==> src/rtl/trace_packetizer.sv <==
// trace_packetizer
// ----------------
// Turns filtered RAM-bus events into typed trace packets and queues them in
// a first-word fall-through FIFO for the host side.
//
// Packet format: {type[1:0], payload[PW-1:0]}
//   00 address   : payload = filter_a (zero-extended)
//   10 write     : payload = {ts_field, ublb, filter_d}
//   01 read      : payload = {ts_field, ublb, nfilter_d}
//   11 timestamp : payload = full ts_counter (carries what ts_field clipped)
//
// Ports
//   mclk, reset_n                       clock, async active-low reset
//   trace_enable, trace_reads           master enable, read-packet enable
//   read_latency, write_latency         runtime burst latencies (bus clocks)
//   filter_*                            posedge bus-clock event + data/address
//   nfilter_d, nfilter_strobe           negedge bus-clock event + data
//   out_packet, out_valid, out_ready    FIFO head output stream
//   fifo_level                          FIFO occupancy 0..FIFO_DEPTH
//   overflow, overflow_clear            sticky drop flag and its clear
//   drop_count                          dropped packets (only counts when
//                                       TRACE_PACKETIZER_DROPCOUNT_EN is
//                                       defined, otherwise tied to 0)
//
// Handshake: out_packet is valid whenever out_valid is high; one packet is
// consumed on every rising mclk edge where out_valid && out_ready. out_valid
// never depends combinationally on out_ready.
module trace_packetizer #(
  parameter int ADDR_WIDTH = 23,
  parameter int DATA_WIDTH = 16,
  parameter int TS_WIDTH   = 5,
  parameter int FIFO_DEPTH = 16,
  parameter int LAT_WIDTH  = 4,
  localparam int RW_W  = TS_WIDTH + 2 + DATA_WIDTH,
  localparam int PW    = (ADDR_WIDTH > RW_W) ? ADDR_WIDTH : RW_W,
  localparam int LVL_W = $clog2(FIFO_DEPTH) + 1
) (
  input  logic                  mclk,
  input  logic                  reset_n,
  input  logic                  trace_enable,
  input  logic                  trace_reads,
  input  logic [LAT_WIDTH-1:0]  read_latency,
  input  logic [LAT_WIDTH-1:0]  write_latency,
  input  logic [ADDR_WIDTH-1:0] filter_a,
  input  logic [DATA_WIDTH-1:0] filter_d,
  input  logic [1:0]            filter_ublb,
  input  logic                  filter_read,
  input  logic                  filter_write,
  input  logic                  filter_addr_latch,
  input  logic                  filter_strobe,
  input  logic [DATA_WIDTH-1:0] nfilter_d,
  input  logic                  nfilter_strobe,
  output logic [PW+1:0]         out_packet,
  output logic                  out_valid,
  input  logic                  out_ready,
  output logic [LVL_W-1:0]      fifo_level,
  output logic                  overflow,
  input  logic                  overflow_clear,
  output logic [15:0]           drop_count
);

  localparam int AW = $clog2(FIFO_DEPTH);
  localparam logic [PW-1:0] TS_ONE       = PW'(1);
  localparam logic [PW-1:0] TS_FIELD_MAX = PW'((1 << TS_WIDTH) - 1);

  logic [7:0]       burst_q, burst_d;
  logic [PW-1:0]    ts_q, ts_d, ts_inc, ts_field, ts_rem;
  logic             push;
  logic [PW+1:0]    push_pkt;
  logic [PW-1:0]    rw_payload_wr, rw_payload_rd;
  logic             strobe_en, addr_ev, wr_ev, rd_ev, ts_ev;

  logic [PW+1:0]    mem_q [FIFO_DEPTH];
  logic [AW-1:0]    wr_ptr_q, rd_ptr_q;
  logic [LVL_W-1:0] count_q, count_d;
  logic             overflow_q;
  logic             pop, full, accept, drop;

  // Timestamp helpers: the inline field clips at 2^TS_WIDTH-1 and the
  // remainder stays in the counter for a later timestamp packet.
  always_comb begin
    ts_inc   = (ts_q == {PW{1'b1}}) ? ts_q : ts_q + TS_ONE;
    ts_field = (ts_q > TS_FIELD_MAX) ? TS_FIELD_MAX : ts_q;
    ts_rem   = ts_q - ts_field;
  end

  // Burst cycle number of the current bus cycle: 0 on the address latch,
  // then 1, 2, ... on each read/write posedge strobe.
  always_comb begin
    burst_d = burst_q;
    if (trace_enable && filter_strobe) begin
      if (filter_addr_latch)
        burst_d = 8'd0;
      else if ((filter_read || filter_write) && burst_q != 8'hFF)
        burst_d = burst_q + 8'd1;
    end
  end

  // A write strobe is judged on the cycle number it advances to; a negedge
  // read sample belongs to the cycle whose posedge already advanced burst_q.
  assign strobe_en = trace_enable && filter_strobe;
  assign addr_ev   = strobe_en && filter_addr_latch;
  assign wr_ev     = strobe_en && filter_write &&
                     ((32'(burst_d) + 32'd1) >= 32'(write_latency));
  assign rd_ev     = trace_enable && trace_reads && nfilter_strobe && filter_read &&
                     (32'(burst_q) >= 32'(read_latency));
  assign ts_ev     = strobe_en && (burst_d == 8'd1) && (ts_rem != '0);

  always_comb begin
    rw_payload_wr = '0;
    rw_payload_wr[RW_W-1:0] = {ts_field[TS_WIDTH-1:0], filter_ublb, filter_d};
    rw_payload_rd = '0;
    rw_payload_rd[RW_W-1:0] = {ts_field[TS_WIDTH-1:0], filter_ublb, nfilter_d};
  end

  // Single push per cycle, highest-priority event wins.
  always_comb begin
    push     = 1'b0;
    push_pkt = '0;
    ts_d     = ts_q;
    if (addr_ev) begin
      push = 1'b1;
      push_pkt[ADDR_WIDTH-1:0] = filter_a;
      ts_d = ts_inc;
    end else if (wr_ev) begin
      push     = 1'b1;
      push_pkt = {2'b10, rw_payload_wr};
      ts_d     = ts_rem;
    end else if (rd_ev) begin
      push     = 1'b1;
      push_pkt = {2'b01, rw_payload_rd};
      ts_d     = ts_rem;
    end else if (ts_ev) begin
      push     = 1'b1;
      push_pkt = {2'b11, ts_q};
      ts_d     = '0;
    end else if (strobe_en) begin
      ts_d = ts_inc;
    end
  end

  // FIFO control: a pop in the same cycle frees the slot for a push to a
  // full FIFO, so only push-while-full-without-pop drops.
  assign full   = (count_q == LVL_W'(FIFO_DEPTH));
  assign pop    = (count_q != '0) && out_ready;
  assign accept = push && (!full || pop);
  assign drop   = push && full && !pop;

  always_comb begin
    count_d = count_q;
    case ({accept, pop})
      2'b10:   count_d = count_q + LVL_W'(1);
      2'b01:   count_d = count_q - LVL_W'(1);
      default: count_d = count_q;
    endcase
  end

  always_ff @(posedge mclk or negedge reset_n) begin
    if (!reset_n) begin
      burst_q    <= '0;
      ts_q       <= '0;
      wr_ptr_q   <= '0;
      rd_ptr_q   <= '0;
      count_q    <= '0;
      overflow_q <= 1'b0;
      for (int i = 0; i < FIFO_DEPTH; i++) mem_q[i] <= '0;
    end else begin
      burst_q <= burst_d;
      ts_q    <= ts_d;
      count_q <= count_d;
      if (accept) begin
        mem_q[wr_ptr_q] <= push_pkt;
        wr_ptr_q        <= wr_ptr_q + AW'(1);
      end
      if (pop) rd_ptr_q <= rd_ptr_q + AW'(1);
      // A drop in the same cycle as a clear keeps the flag set.
      if (drop)                overflow_q <= 1'b1;
      else if (overflow_clear) overflow_q <= 1'b0;
    end
  end

  assign out_valid  = (count_q != '0);
  assign out_packet = mem_q[rd_ptr_q];
  assign fifo_level = count_q;
  assign overflow   = overflow_q;

`ifdef TRACE_PACKETIZER_DROPCOUNT_EN
  logic [15:0] drop_cnt_q;

  always_ff @(posedge mclk or negedge reset_n) begin
    if (!reset_n)
      drop_cnt_q <= 16'h0000;
    else if (overflow_clear)
      drop_cnt_q <= drop ? 16'h0001 : 16'h0000;
    else if (drop && drop_cnt_q != 16'hFFFF)
      drop_cnt_q <= drop_cnt_q + 16'h0001;
  end

  assign drop_count = drop_cnt_q;
`else
  assign drop_count = 16'h0000;
`endif

endmodule
==> config.mk <==
export PLATFORM = sky130hd
export DESIGN_NAME = trace_packetizer
export DESIGN_NICKNAME = d
export VERILOG_FILES = /design/src/rtl/trace_packetizer.sv
export SDC_FILE = /design/constraint.sdc
export NUM_CORES = 1
export LEC_CHECK = 0
export ABC_AREA = 1
export CAP_MARGIN = 15
export CORE_MARGIN = 8
export CORE_UTILIZATION = 55
export DETAILED_ROUTE_END_ITERATION = 10
export GPL_TIMING_DRIVEN = 1
export PLACE_DENSITY = 0.77
export SLEW_MARGIN = 20
export SYNTH_ARGS = -nofsm -noshare
export SYNTH_HDL_FRONTEND = slang
export SYNTH_SLANG_ARGS = --single-unit
==> constraint.sdc <==
create_clock -name mclk -period 4.5 [get_ports mclk]
set_clock_uncertainty 0.1 [all_clocks]
set_input_delay 1.35 -clock mclk [delete_from_list [all_inputs] [get_ports mclk]]
set_output_delay 1.35 -clock mclk [all_outputs]
set_load 0.01 [all_outputs]
==> summary.md, run 1 <==
| Metric | Value |
|---|---|
| Status | finished, violations left |
| Failing checks | setup timing |
| Grt ovf | 0 |
| Filler Cells Inserted | 3564 |
| # clock sinks | 445 |
| VDD IR-drop max | 0.468 mV |
| Seq/Total Area, Yosys | 45.5% |
| Hold Fails Final Rpt | 0 |
| Boundary Pins | 124 |
| Setup TNS | -0.233 ns |
| Most frequent CP cell | ha_4 |
| Final setup margin | -0.200 ns |
| Max-slew violation count | 0 |
| Leak pwr | 0.0153 uW |
| Min cycle time layout | 4.70 ns |
| Longest Clk Path Bufs | 3 |
| Area leader, netlist | dfrtp_1 |
| Die Width | 227 um |
| Synth warn | 0 |
| Post-Syn Instances | 3144 |
| Hpwl dp | 52500 um |
| CTS tree | yes |
| Drt total wl | 80600 um |
| Die area | 51500 um2 |
| Global-route wire length before repair | 126000 um |
| Starting Density | 55.5% |
| Fmax | 213 MHz |
| Top-area cell type share of the netlist area | 45.5% |
| CTS H-Tree Depth | 2 |
| Hold_buf cts | 0 |
| Tightest Pin Transition | 0.961 ns |
| CTS root buffer | clkbuf_16 |
| CP endpoint kind | flip-flop |
| Critical path startpoint category | input port |
| DRT iter0 DRCs | 2548 |
| Fraction of layout cells with a size suffix above 1 | 13.0% |
| RSZ-0062 raised after global routing | yes |
| Most frequent cell after synthesis | nand2_1 |
| Area occupied by registers | 11100 um2 |
| IO Port Bufs | 107 |
| Avg Inst Size Synth | 7.79 um2 |
| Gp weighted congestion | 0.928 |
| Area after DPL | 27600 um2 |
| CTS Buf Count | 48 |
| Overall power | 18700 uW |
| Initial antenna violation count | 0 |
| CP required | 4.92 ns |
| Ranking of synthesized cells by area | dfrtp_1 45%, nand2_1 21%, nor2_1 3.8% |
| Die Ht | 227 um |
| DR pass1 iterations | 6 |
| Core area | 44100 um2 |
| Number of cell rows | 77 |
| WP data arrival | 5.12 ns |
| Final instance area | 29600 um2 |
| Synth unique cells | 46 |
| Mapped cell area | 24500 um2 |
| Async set or reset register ratio after synthesis | 100% |
| Vias/cell | 5.83 |
| MaxCap Viol Count | 0 |
| Synth Register Bits | 445 |
| Pwr per Cell Area | 631 nW/um2 |
| # setup viols final | 2 |
| Worst Hold Class | reg -> reg |
| Via Count | 23000 |
| Routed Antenna Nets | 0 |
| Worst Path Max Fanout | 4 |
| Worst path max stage delay | 0.26 ns |
| Commonest cells post-synth | 1374 x nand2_1, 445 x dfrtp_1, 249 x nor2_1 |
| Vias in the first global route | 23100 |
| Area growth from synthesis to layout | 21.0% |
| Mean routed wirelength per cell | 20.4 um |
| Crit-path slowest cell | or2_4 |
| # DRC | 0 |
| Total track usage | 31.1% |
| Area of the multi-input gates | 11700 um2 |
| # nets final | 3411 |
| Post-synth EDFFs | 0 |
| Clock Latency Late Sink | 0.60 ns |
| Top_reg_cell synth | dfrtp_1 |
| Largest net degree at the start of global routing | 88 |
| Slew headroom | 35.9% |
| Critical path type | in -> reg |
| Tcrit/Tclk final | 104% |
| CTS clk-pin slew, worst paths | 0.06 ns |
==> timing repair <==
item                       4_1_cts  5_1_grt
pin swaps                       17       19
setup endpoints to repair      444       14
hold endpoints to repair         0        0
setup buffers                    7       13
resized for setup               32       16
==> power breakdown <==
| part | leakage (uW) | switching (uW) | internal, uW | total [uW] |
|---|---|---|---|---|
| logic | 0.00840 | 4920 | 3200 | 8120 |
| clock network | 0.000853 | 1700 | 2660 | 4360 |
| registers | 0.00600 | 896 | 5320 | 6220 |
| total | 0.0153 | 7520 | 11200 | 18700 |
==> cells in the final DEF, fill, tap and decap left out, types with 12 or more instances in the layout <==
| cell | count |
|---|---|
| nor3_1 | 18 |
| o221ai_1 | 86 |
| xor2_1 | 28 |
| a21oi_1 | 51 |
| nand4_1 | 30 |
| nand2_2 | 13 |
| buf_4 | 121 |
| inv_1 | 106 |
| mux2i_1 | 86 |
| clkbuf_16 | 49 |
| ha_1 | 16 |
| nor2_1 | 247 |
| buf_12 | 85 |
| o21ai_0 | 174 |
| inv_2 | 33 |
| nand3_1 | 84 |
| nand3_4 | 20 |
| nand2_1 | 1371 |
| clkdlybuf4s50_1 | 101 |
| o32ai_1 | 14 |
| dfrtp_1 | 442 |
| conb_1 | 16 |
| o211ai_1 | 14 |
| clkbuf_8 | 12 |
==> routing by layer <==
layer	up-vias	wire (um)	global-route usage, %
li1	10400	-	-
met1	11000	32200	40.2
met2	1305	36700	50.1
met3	302	7500	5.47
met4	0	4220	15.7
met5	-	0	0
==> per-stage QoR <==
stage               instances  hold WS, ns  worst slack [ns]  util (%)
global route             3943        0.395            -0.430      67.2
finish                   3944        0.373            -0.200      67.2
detailed placement       3836        0.360             -1.41      62.6
CTS                      3930        0.376            -0.169      66.8
floorplan                3159        0.344            -0.637         -
global placement         3836        0.356             -1.27      62.6
==> cell type report <==
cell class | count | share of cell area [%]
Antenna cell | 1 | 0.00844
Clock buffer | 70 | 4.81
Clock inverter | 17 | 1.06
Inverter | 148 | 1.92
Multi-Input combinational cell | 2353 | 39.3
Sequential cell | 445 | 37.6
Tap cell | 592 | 2.50
Timing Repair Buffer | 318 | 12.8
==> sequential cells by signal (all words and copies together) (netlist names) <==
| name | flops |
|---|---|
| burst_q | 8 |
| wr_ptr_q | 4 |
| ts_q | 23 |
| fifo_level | 5 |
| overflow | 1 |
| rd_ptr_q | 4 |
| mem_q | 400 |
==> critical path, delay by kind of cell <==
family / cells / cell delay (ns)
buf+inv: 5 / 0.31
xor+xnor: 2 / 0.31
simple gates: 11 / 1.15
compound gates: 9 / 1.18
fa+ha+maj: 4 / 0.81
==> path summary, 6_finish.rpt <==
kind	startpoint	endpoint	slack, ns	cells past startpoint
max in group asynchronous	reset_n	mem_q[174]	2.53	2
hold / removal	mem_q[25]	mem_q[25]	0.37	2
setup / recovery	trace_enable	fifo_level[4]	-0.20	31
setup reg to reg	burst_q[1]	fifo_level[4]	-0.10	31
hold reg to reg	mem_q[25]	mem_q[25]	0.37	2
min in group asynchronous	reset_n	mem_q[70]	0.65	1
==> kinds of logic after synthesis <==
logic type      count (synthesis)  share of synthesized area (%)
simple gates                 1836                           31.3
flops                         445                           45.5
compound gates                361                           9.52
buf+inv                       361                           7.89
mux                            86                           3.52
xor+xnor                       33                           1.18
fa+ha+maj                      21                           1.07
other cells                     1                         0.0153
No activity file was read; power rests on OpenSTA's default activity.
==> run 2, diff against run 1 <==
Settings changed: GPL_TIMING_DRIVEN 1 to 0.
==> summary.md, run 2 (same netlist as run 1, synthesis figures left out) <==
| Metric | Value |
|---|---|
| Drt total wl | 88800 um |
| Clock Latency Late Sink | 0.59 ns |
| # nets final | 3491 |
| # clock sinks | 445 |
| CTS Buf Count | 48 |
| Top reg by flops | mem_q |
| Area occupied by registers | 11100 um2 |
| Routed Antenna Nets | 0 |
| Hpwl dp | 62500 um |
| Largest registers | mem_q x400, ts_q x23, burst_q x8 |
| MaxCap Viol Count | 0 |
| Worst Hold Class | reg -> reg |
| Starting Density | 55.5% |
| CP required | 4.92 ns |
| Final setup margin | -0.493 ns |
| Die area | 51500 um2 |
| Area growth from synthesis to layout | 21.6% |
| Tcrit/Tclk final | 111% |
| Seq pwr share | 32.4% |
| Tightest Pin Transition | 0.878 ns |
| Most common cell after layout, fill and taps aside | nand2_1 |
| CTS root buffer | clkbuf_16 |
| CTS clk-pin slew, worst paths | 0.06 ns |
| Switch Pwr | 8350 uW |
| Dpl ws | -1.83 ns |
| DRT iter0 DRCs | 3582 |
| Fraction of layout cells with a size suffix above 1 | 15.9% |
| # setup viols final | 15 |
| Crit-path slowest cell | ha_4 |
| Number of cell rows | 77 |
| Pwr per Cell Area | 646 nW/um2 |
| Leak pwr | 0.0154 uW |
| Vias/cell | 5.95 |
| Status | finished, violations left |
| CP endpoint kind | flip-flop |
| Via Count | 23900 |
| Overall power | 19200 uW |
| Largest net degree at the start of global routing | 101 |
| Core area | 44100 um2 |
| Max reg flops | 400 |
| Initial antenna violation count | 1 |
| VDD IR-drop max | 0.359 mV |
| Grt ovf | 0 |
| CTS tree | yes |
| Critical path startpoint category | input port |
| Failing checks | setup timing |
| Hold Fails Final Rpt | 0 |
| Critical path type | in -> reg |
| Int Power | 10900 uW |
| Net Sw Frac | 43.4% |
| Fmax | 200 MHz |
| IO Port Bufs | 107 |
| DR pass1 iterations | 10 |
| Global-route wire length before repair | 132000 um |
| Total track usage | 33.3% |
| Max-slew violation count | 0 |
| Vias in the first global route | 22700 |
| Die Ht | 227 um |
| Boundary Pins | 124 |
| CTS H-Tree Depth | 2 |
| Longest Clk Path Bufs | 3 |
| Worst Path Max Fanout | 5 |
| Comb pwr share | 46.5% |
| Area of the multi-input gates | 12000 um2 |
| Die Width | 227 um |
| Slew headroom | 41.5% |
| Mean routed wirelength per cell | 22.1 um |
| WP data arrival | 5.41 ns |
| Min cycle time layout | 4.99 ns |
| Filler Cells Inserted | 3565 |
| Worst path max stage delay | 0.25 ns |
| Commonest cells after routing, fill and taps aside | 1347 x nand2_1, 445 x dfrtp_1, 243 x nor2_1, 174 x o21ai_0, 118 x buf_4 |
| Gp weighted congestion | 0.976 |
| # DRC | 0 |
| RSZ-0062 raised after global routing | yes |
| Clock Power Share | 21.1% |
[run 2: area by class of cell]
| class | instances | share of cell area, % |
|---|---|---|
| Multi-Input combinational cell | 2353 | 40.4 |
| Antenna cell | 1 | 0.00840 |
| Inverter | 148 | 1.96 |
| Tap cell | 592 | 2.49 |
| Clock inverter | 10 | 0.361 |
| Timing Repair Buffer | 188 | 6.60 |
| Sequential cell | 445 | 37.4 |
| Clock buffer | 77 | 4.97 |
| Buffer | 210 | 5.85 |
[run 2: routing by layer]
metal  track usage [%]  up-vias  wire length [um]
met5                 0        -                12
met4              15.8        2              4540
met3              8.42      298             10800
met2              50.0     1591             38600
met1              44.9    11500             34800
li1                  -    10600                 -
[run 2: power by group through the flow]
stage	combinational, uW	clock [uW]	sequential (uW)
finish	8950	4050	6230
global route	9520	4200	6350
CTS	8300	4040	6150
detailed placement	7970	0	6190
global placement	7760	0	6170
floorplan	4960	0	5970
[run 2: worst paths after layout]
check                              startpoint       endpoint  slack, ns  cells past startpoint
worst max register to register     burst_q[1]  fifo_level[4]      -0.45                     35
worst min-delay path               mem_q[335]     mem_q[335]       0.37                      2
worst max-delay path            filter_strobe  fifo_level[4]      -0.49                     34
worst min register to register     mem_q[335]     mem_q[335]       0.37                      2
max in group asynchronous             reset_n     mem_q[153]       2.45                      3
min in group asynchronous             reset_n     mem_q[292]       0.56                      1
[run 2: critical path, delay by kind of cell]
family / cells / cell delay (ns)
fa+ha+maj: 3 / 0.60
buf+inv: 9 / 0.79
simple gates: 13 / 1.33
compound gates: 8 / 1.17
xor+xnor: 1 / 0.15
[run 2: what timing repair did]
item,CTS,global route
hold endpoints to repair,0,0
buffers inserted,15,60
pin swaps,24,24
resized for setup,181,171
hold buffers,0,0
gates cloned,0,1
setup endpoints to repair,458,440
[run 2: stage by stage]
stage	util [%]	instances	hold slack (ns)	TNS [ns]	instance area [um2]
finish	67.5	4024	0.372	-2.24	29800
global route	67.5	4023	0.394	-13.25	29800
CTS	65.0	3965	0.376	-3.20	28700
detailed placement	60.3	3863	0.360	-509.22	26600
global placement	60.0	3858	0.355	-8207.62	26500
floorplan	-	3159	0.344	-1.30	24700
